--- src/rtl/axil_uart_tx_fifo.sv ---
// axil_uart_tx_fifo
//   AXI4-Lite console UART. Bytes written to TXDATA are queued in a TX FIFO
//   and sent 8N1 on tx with a bit time of DIV+1 clk cycles. Read and write
//   responses are issued after a delay d taken from an LFSR so the master
//   sees varying latency.
//
//   Build option: define UART_RAND_DELAY_EN to enable the LFSR-driven
//   response delay; otherwise d = 0 and the LFSR is not built.
//
// Ports:
//   clk, rst             clock, asynchronous active-high reset
//   ar*/r*               AXI4-Lite read address / read data channels
//   aw*/w*/b*            AXI4-Lite write address / data / response channels
//   tx                   serial output, idles high
//
// Register map (addr[3:2]): 0 TXDATA (wo), 1 STATUS (ro), 2 DIV (rw), 3 DECERR
module axil_uart_tx_fifo #(
    parameter int unsigned FIFO_DEPTH = 16,
    parameter int unsigned DIV_W      = 16,
    parameter int unsigned DIV_RESET  = 15,
    parameter int unsigned DELAY_W    = 4
) (
    input  logic        clk,
    input  logic        rst,
    input  logic [31:0] araddr,
    input  logic        arvalid,
    output logic        arready,
    output logic [31:0] rdata,
    output logic [1:0]  rresp,
    output logic        rvalid,
    input  logic        rready,
    input  logic [31:0] awaddr,
    input  logic        awvalid,
    output logic        awready,
    input  logic [31:0] wdata,
    input  logic [3:0]  wstrb,
    input  logic        wvalid,
    output logic        wready,
    output logic [1:0]  bresp,
    output logic        bvalid,
    input  logic        bready,
    output logic        tx
);
    localparam int unsigned AW = $clog2(FIFO_DEPTH);

    typedef enum logic [1:0] {R_IDLE, R_WAIT, R_RESP} r_state_t;
    typedef enum logic [1:0] {W_IDLE, W_WAIT, W_RESP} w_state_t;
    typedef enum logic [1:0] {S_IDLE, S_START, S_DATA, S_STOP} s_state_t;

    // ---------------- response delay source ----------------
    logic [DELAY_W-1:0] d_new;
`ifdef UART_RAND_DELAY_EN
    logic [7:0] lfsr;
    // x^8+x^6+x^5+x^4+1, Fibonacci form shifting left
    always_ff @(posedge clk or posedge rst) begin
        if (rst) lfsr <= 8'hFF;
        else     lfsr <= {lfsr[6:0], lfsr[7] ^ lfsr[5] ^ lfsr[4] ^ lfsr[3]};
    end
    assign d_new = lfsr[DELAY_W-1:0];
`else
    assign d_new = '0;
`endif

    // ---------------- TX FIFO ----------------
    logic [7:0]    mem [FIFO_DEPTH];
    logic [AW-1:0] wptr, rptr;
    logic [AW:0]   count;
    logic          full, empty, push, pop;

    assign full  = (count == (AW+1)'(FIFO_DEPTH));
    assign empty = (count == '0);

    logic [DIV_W-1:0] div;
    logic [31:0]      w_data;
    logic [3:0]       w_strb;
    logic [1:0]       w_addr;

    always_ff @(posedge clk) begin
        if (push) mem[wptr] <= w_data[7:0];
    end

    always_ff @(posedge clk or posedge rst) begin
        if (rst) begin
            wptr  <= '0;
            rptr  <= '0;
            count <= '0;
        end else begin
            if (push) wptr <= wptr + AW'(1);
            if (pop)  rptr <= rptr + AW'(1);
            case ({push, pop})
                2'b10:   count <= count + (AW+1)'(1);
                2'b01:   count <= count - (AW+1)'(1);
                default: count <= count;
            endcase
        end
    end

    // ---------------- serialiser ----------------
    s_state_t         s_state, s_next;
    logic [DIV_W-1:0] bcnt, div_l;
    logic [2:0]       bit_idx;
    logic [7:0]       shreg;
    logic             bit_end;

    assign bit_end = (bcnt == div_l);

    always_comb begin
        s_next = s_state;
        pop    = 1'b0;
        tx     = 1'b1;
        case (s_state)
            S_IDLE: if (!empty) begin pop = 1'b1; s_next = S_START; end
            S_START: begin
                tx = 1'b0;
                if (bit_end) s_next = S_DATA;
            end
            S_DATA: begin
                tx = shreg[0];
                if (bit_end && bit_idx == 3'd7) s_next = S_STOP;
            end
            S_STOP: if (bit_end) begin
                if (!empty) begin pop = 1'b1; s_next = S_START; end
                else        s_next = S_IDLE;
            end
            default: s_next = S_IDLE;
        endcase
    end

    always_ff @(posedge clk or posedge rst) begin
        if (rst) s_state <= S_IDLE;
        else     s_state <= s_next;
    end

    // DIV is sampled only when a byte is popped, so a frame in flight keeps its rate
    always_ff @(posedge clk or posedge rst) begin
        if (rst) begin
            bcnt    <= '0;
            div_l   <= '0;
            bit_idx <= '0;
            shreg   <= '0;
        end else if (pop) begin
            shreg   <= mem[rptr];
            div_l   <= div;
            bcnt    <= '0;
            bit_idx <= '0;
        end else if (s_state != S_IDLE) begin
            if (bit_end) begin
                bcnt <= '0;
                if (s_state == S_DATA) begin
                    shreg   <= shreg >> 1;
                    bit_idx <= bit_idx + 3'd1;
                end
            end else begin
                bcnt <= bcnt + DIV_W'(1);
            end
        end
    end

    // ---------------- register read view ----------------
    logic [31:0] status;
    logic [7:0]  count8;
    assign count8 = 8'(count);
    assign status = {16'h0, count8, 5'b0, (s_state != S_IDLE), empty, full};

    // ---------------- read channel ----------------
    r_state_t           r_state, r_next;
    logic [1:0]         r_addr;
    logic [DELAY_W-1:0] r_cnt;
    logic [31:0]        rd_val;

    assign arready = (r_state == R_IDLE);
    assign rvalid  = (r_state == R_RESP);

    always_comb begin
        r_next = r_state;
        case (r_state)
            R_IDLE:  if (arvalid) r_next = R_WAIT;
            R_WAIT:  if (r_cnt == '0) r_next = R_RESP;
            R_RESP:  if (rready) r_next = R_IDLE;
            default: r_next = R_IDLE;
        endcase
    end

    always_comb begin
        rd_val = '0;
        case (r_addr)
            2'd1:    rd_val = status;
            2'd2:    rd_val = 32'(div);
            default: rd_val = '0;
        endcase
    end

    always_ff @(posedge clk or posedge rst) begin
        if (rst) begin
            r_state <= R_IDLE;
            r_addr  <= '0;
            r_cnt   <= '0;
            rdata   <= '0;
            rresp   <= '0;
        end else begin
            r_state <= r_next;
            if (r_state == R_IDLE && arvalid) begin
                r_addr <= araddr[3:2];
                r_cnt  <= d_new;
            end else if (r_state == R_WAIT) begin
                if (r_cnt != '0) begin
                    r_cnt <= r_cnt - DELAY_W'(1);
                end else begin
                    rdata <= rd_val;
                    rresp <= (r_addr == 2'd3) ? 2'b11 : 2'b00;
                end
            end
        end
    end

    // ---------------- write channel ----------------
    w_state_t           w_state, w_next;
    logic [DELAY_W-1:0] w_cnt;
    logic               aw_got, w_got, aw_hs, w_hs, aw_have, w_have;
    logic               apply, push_req;

    assign awready  = (w_state == W_IDLE) && !aw_got;
    assign wready   = (w_state == W_IDLE) && !w_got;
    assign bvalid   = (w_state == W_RESP);
    assign aw_hs    = awvalid && awready;
    assign w_hs     = wvalid && wready;
    assign aw_have  = aw_got || aw_hs;
    assign w_have   = w_got || w_hs;
    assign apply    = (w_state == W_WAIT) && (w_cnt == '0);
    assign push_req = apply && (w_addr == 2'd0) && w_strb[0];
    // a pop in the same cycle frees the slot, so a full FIFO still accepts
    assign push     = push_req && (!full || pop);

    always_comb begin
        w_next = w_state;
        case (w_state)
            W_IDLE:  if (aw_have && w_have) w_next = W_WAIT;
            W_WAIT:  if (w_cnt == '0) w_next = W_RESP;
            W_RESP:  if (bready) w_next = W_IDLE;
            default: w_next = W_IDLE;
        endcase
    end

    always_ff @(posedge clk or posedge rst) begin
        if (rst) begin
            w_state <= W_IDLE;
            aw_got  <= 1'b0;
            w_got   <= 1'b0;
            w_addr  <= '0;
            w_data  <= '0;
            w_strb  <= '0;
            w_cnt   <= '0;
            bresp   <= '0;
            div     <= DIV_W'(DIV_RESET);
        end else begin
            w_state <= w_next;
            if (aw_hs) w_addr <= awaddr[3:2];
            if (w_hs) begin
                w_data <= wdata;
                w_strb <= wstrb;
            end
            if (w_state == W_IDLE && !(aw_have && w_have)) begin
                if (aw_hs) aw_got <= 1'b1;
                if (w_hs)  w_got  <= 1'b1;
            end else begin
                aw_got <= 1'b0;
                w_got  <= 1'b0;
            end
            if (w_state == W_IDLE && aw_have && w_have)
                w_cnt <= d_new;
            else if (w_state == W_WAIT && w_cnt != '0)
                w_cnt <= w_cnt - DELAY_W'(1);
            if (apply) begin
                if (push_req && !push)   bresp <= 2'b10;
                else if (w_addr == 2'd3) bresp <= 2'b11;
                else                     bresp <= 2'b00;
                if (w_addr == 2'd2) begin
                    for (int unsigned i = 0; i < DIV_W; i++)
                        if (w_strb[i/8]) div[i] <= w_data[i];
                end
            end
        end
    end

    logic unused_bits;
    assign unused_bits = ^{araddr[31:4], araddr[1:0], awaddr[31:4], awaddr[1:0],
                           w_data, w_strb};
endmodule
--- config.mk ---
export PLATFORM = sky130hd
export DESIGN_NAME = axil_uart_tx_fifo
export DESIGN_NICKNAME = d
export VERILOG_FILES = /design/src/rtl/axil_uart_tx_fifo.sv
export SDC_FILE = /design/constraint.sdc
export NUM_CORES = 1
export LEC_CHECK = 0
export ABC_AREA = 1
export ABC_CLOCK_PERIOD_IN_PS = 8900
export BUFFER_PORTS_ARGS = -buffer_cell sky130_fd_sc_hd__buf_2
export CORE_ASPECT_RATIO = 1.75
export CORE_UTILIZATION = 55
export DETAILED_ROUTE_END_ITERATION = 12
export GPL_ROUTABILITY_DRIVEN = 1
export PLACE_DENSITY_LB_ADDON = 0.15
export SYNTH_ARGS = -nofsm -noshare
export SYNTH_HDL_FRONTEND = slang
export SYNTH_SLANG_ARGS = --single-unit
export TNS_END_PERCENT = 30
--- constraint.sdc ---
create_clock -name clk -period 8.9 [get_ports clk]
set_clock_uncertainty 0.1 [all_clocks]
set_input_delay 1.78 -clock clk [delete_from_list [all_inputs] [get_ports clk]]
set_output_delay 1.78 -clock clk [all_outputs]
set_load 0.1 [all_outputs]
---- Yosys cells after proc, flatten, opt, wreduce, memory -nomap -nowiden ----
Memory sizes are Yosys's and may differ from the RTL's.
Cells that the tools add are included.
operators by class
  add/subtract/negate cells ............... 8
  multipliers ............................. 0
  div/mod/pow operators ................... 0
  magnitude comparators ................... 0
  equal/unequal tests ..................... 29
  shift operators ......................... 0
  muxes and demuxes ....................... 45
  bitwise logic cells ..................... 2
  reduce and logical (&&, ||, !) cells .... 49
operator list
  cell                                               count
  two-way mux 16 bit                                 3
  two-way mux 8 bit                                  4
  case mux 16 bit (2 select lines)                   1
  two-way mux 2 bit                                  13
  two-way mux 4 bit                                  5
  inequality test 2 bit (second input constant)      10
  == test 2 bit (second input constant)              9
  AND reduction 3 bit                                6
  adder 16 x 1 -> 16 bit (second input constant)     1
  == test 16 bit                                     1
  logical AND 1 bit                                  16
  nonzero test 2 bit                                 8
  two-way mux 3 bit                                  4
  case mux 2 bit (3 select lines)                    2
  == test 2 x 1 -> 1 bit (second input constant)     5
  case mux 5 bit (2 select lines)                    1
  two-way mux 1 bit                                  9
  adder 4 x 1 -> 4 bit (second input constant)       2
  logical NOT 2 bit                                  4
  logical NOT 4 bit                                  2
  case mux 2 bit (4 select lines)                    1
  nonzero test 4 bit                                 2
  subtractor 4 x 1 -> 4 bit (second input constant)  2
  adder 5 x 1 -> 5 bit (second input constant)       1
  other kinds (12)                                   21
word-level totals
  register bits after elaboration ......... 146
  bits in latches ......................... 0
  bits in writable memories ............... 128
  memory bits (read-only) ................. 0
  input port bits ......................... 107
  logic and storage cells ................. 157
  memories kept ........................... 1
memories
  memory  words  bits a word  read ports  clocked after memory_dff  write ports  line  text
  mem     16     8            1           0                         1            65    logic [7:0] mem [FIFO_DEPTH];

---- Longest topological paths before layout ----
  word-level depth ........................ 9
  depth in mapped cells ................... 23
  gate-level depth less buffers ........... 20

---- Worst setup path before layout ----
No wires, ideal clock.
  path kind ............................... reg2out
  start point ............................. register w_state[0]
  end point ............................... output wready
  data arrival time ....................... 1859 ps
  data required time ...................... 7020 ps
  setup slack ............................. 5161 ps
  stages on the path, launching flop included .. 4
  cells stage by stage .................... dfrtp_1 nor2_1 inv_1 nor2_1
between the ends
  word-level cells in the longest chain between the ends .. 2
ends and longest elaborated chain
  what                    line  text
  from (decl)             217   w_state_t w_state, w_next;
  from (signal assigned)  256   w_state <= w_next;
  logical NOT 2 bit       223   assign wready = (w_state == W_IDLE) && !w_got;
  logical AND 1 bit       223
  to (decl)               38    output logic wready,
No other way between the ends.

---- Final worst setup path ----
  start point ............................. register count[3]
  end point ............................... register count[4]
between the ends
  word-level cells in the longest chain between the ends .. 8
ends and longest elaborated chain
  what                                                                          line      text
  from (decl)                                                                   67        logic [AW:0] count;
  from (signal assigned)                                                        91        2'b10: count <= count + (AW+1)'(1);
  from (signal assigned)                                                        92        2'b01: count <= count - (AW+1)'(1);
  from (signal assigned)                                                        93        default: count <= count;
  logical NOT 5 bit                                                             71        assign empty = (count == '0);
  two-way mux 1 bit                                                             112, 122
  two-way mux 1 bit                                                             121       S_STOP: if (bit_end) begin
  case mux 1 bit (2 select lines)                                               111       case (s_state)
  logical OR 1 bit                                                              232       assign push = push_req && (!full || pop);
  logical AND 1 bit                                                             232
  == test 2 x 1 -> 1 bit / == test 2 bit (equally long branches)                90        case ({push, pop})
  case mux 5 bit (2 select lines) / nonzero test 2 bit (equally long branches)  n/a
Several ways; a longest one is shown, not always the timed one.
A chain may end at the register's enable or synchronous reset.

==> reports/qor.csv <==
metric;value;unit
GP Congestion;0.902;
largest net degree at the start of global routing;73;
via count;8319;
std cell rows;70;
cts hold-fix bufs;0;
core area;20900;um2
CP max-delay cell;dfrtp_1;
Chip Height;195;um
Post-Synthesis Cells;1220;
Peak VDD IR;0.000276;V
1st-iter DRT viols;377;
Initial Utilization;56.0;%
register area share after synthesis;60.4;%
Slew HR;17.0;%
first drt pass iteration count;9;
clk slew on worst S/H paths;0.07;ns
pwr dens;374;nW/um2
number of warnings issued by yosys;0;
most frequent cells after synthesis;nand2_1, o21ai_0, nor2_1;
PnR Total Power;4.81;mW
Crit. End Element;flip-flop;
DRC;1;
Place WS;5.04;ns
post_cts resized;0;
total CTS buffers;22;
RSZ-0062 raised after global routing;false;
fraction of layout instances using a drive strength above 1;10.6;%
Final period util;44.2;%
Routed WL per cell;17.3;um
number of synthesized flops with an enable pin;128;
H-tree depth;1;
CP arrival;4.27;ns
setup TNS;0;ns
crit path max fanout;39;
Die Area;21900;um2
CTS tree;done;
fillers;1753;
CTS max path bufs;3;
Port Buffer Count;54;
failing checks;design-rule violations;
Data required, critical path;9.23;ns
Layout area overhead;9.80;%
Area after DPL;12100;um2
Slew Limit Fails;0;
first-pass GRT wire length;43300;um
# Post-CTS Setup Buffers;0;
Root Buffer;clkbuf_16;
fin crit period;3.93;ns
final instance area;12900;um2
Total GRT Usage;25.5;%
Netlist cell types;44;
Least-Margin Pin Slew;1.24;ns
Clk Latency, worst-skew pair;0.51;ns
Final WS setup;4.97;ns
CTS sink cnt;257;
top cell type's share of synthesized area;32.8;%
Layout Nets;1391;
antenna cells;0;
most frequent cell on the critical path;nand2_4;
total of max-cap violations;0;
final wirelength;26500;um
Lkg Pwr;5.54;nW
dominant synthesized flop cell;edfxtp_1;
startpoint type of the worst setup path;flip-flop;
critical path cell sequence;nor2_1, nand4_1, nand2_1, inv_1, nand3_4, nand2_4, nand2_4, nand2_4, nand2_4, ha_1, xor2_1, ha_1, a21oi_1, or2_2, o21ai_0, a21oi_1, o21ai_0, xor2_1;
synthesis-stage register bit count;257;
final core utilization;61.5;%
max incr delay on CP;0.44;ns
Final HPWL DP;18400;um
final setup fails;0;
IO Count;149;
Yosys top cell by area;edfxtp_1;
Synth async-reset ratio;50.2;%
status;complete, but fails checks;
most numerous cell in the Yosys netlist;nand2_1;
routed vias/inst;5.43;
Final ANT Viol Nets;0;
Avg Cell Area, Syn;9.61;um2
grt ovf;0;
Post-Syn Area;11700;um2
Final Hold Fails;0;
worst setup path category;flip-flop to flip-flop;
vias in the first global route;8434;
Max Freq;254;MHz
Die Wd;112;um
initial antenna violation count;0;
type of the most critical hold path;flip-flop to flip-flop;
synth top area cells;edfxtp_1, dfrtp_1, nand2_1;
-- power by group --
part	switching (mW)	total, mW	internal [mW]
registers	0.296	1.87	1.58
clock network	0.425	0.987	0.562
logic	1.46	1.95	0.493
total	2.18	4.81	2.63
-- metal layers --
layer,routed length (um),global-route usage [%],vias to the layer above,share of wire [%]
met3,780,2.05,56,2.9
met1,9810,28.1,3991,37
met2,14800,49.0,179,56
met4,1110,11.5,0,4.2
li1,-,-,4093,-
met5,0,0,-,0
-- state kept, by name, indices dropped and copies added, names as in the netlist, 3 cells and up --
register / count
r_cnt: 4
bcnt: 16
rdata: 16
rptr: 4
wptr: 4
shreg: 8
div_l: 16
count: 5
div: 16
bit_idx: 3
mem: 128
w_cnt: 4
w_data: 16
-- worst paths after layout --
path,start,to,slack [ns],depth (start not counted)
setup / recovery,count[3],count[4],4.97,18
min in group asynchronous,rst,w_state[1],1.27,2
hold / removal,shreg[4],shreg[4],0.37,2
setup reg to reg,count[3],count[4],4.97,18
max in group asynchronous,rst,rptr[0],6.14,3
hold reg to reg,shreg[4],shreg[4],0.37,2
-- cells in the final DEF, fill, tap and decap left out, drive strengths merged, types with 8 or more instances in the layout --
| master | n |
|---|---|
| nand2 | 279 |
| o21ai | 145 |
| nor2 | 139 |
| edfxtp | 128 |
| dfrtp | 125 |
| inv | 123 |
| buf | 67 |
| nand3 | 64 |
| clkbuf | 34 |
| nor3 | 25 |
| o211ai | 23 |
| xor2 | 22 |
| ha | 21 |
| a21oi | 18 |
| conb | 16 |
| o22ai | 8 |
-- cell type report --
type	instances	area (um2)	area share, %
sequential	257	7080	55.0
multi-input combinational	791	3890	30.2
clock buffer	34	683	5.31
inverter	124	470	3.66
timing repair buffer	67	368	2.86
tap	252	315	2.45
clock inverter	6	67.6	0.525
-- critical path, delay by kind of cell, from the launching register on --
| kind | cells | cell delay (ns) |
|---|---|---|
| compound gates | 4 | 0.42 |
| xor+xnor | 2 | 0.41 |
| fa+ha+maj | 2 | 0.52 |
| buf+inv | 1 | 0.08 |
| flops | 1 | 0.44 |
| simple gates | 9 | 1.86 |
-- cells by family after synthesis --
kind of cell    count (synthesis)  synth area share, %
xor+xnor                       25                 1.87
flops                         257                 60.4
mux                             1               0.0961
buf+inv                       187                 6.94
compound gates                208                 9.98
fa+ha+maj                      21                 2.24
simple gates                  520                 18.5
other cells                     1               0.0320
-- metrics by stage --
step | instances | hold WS (ns)
3_3_place_gp | 1491 | 0.355
6_report | 1531 | 0.373
5_1_grt | 1531 | 0.398
2_1_floorplan | 1235 | 0.342
4_1_cts | 1531 | 0.376
3_5_place_dp | 1491 | 0.359
Note: power is estimated with default switching activity, not from simulation.
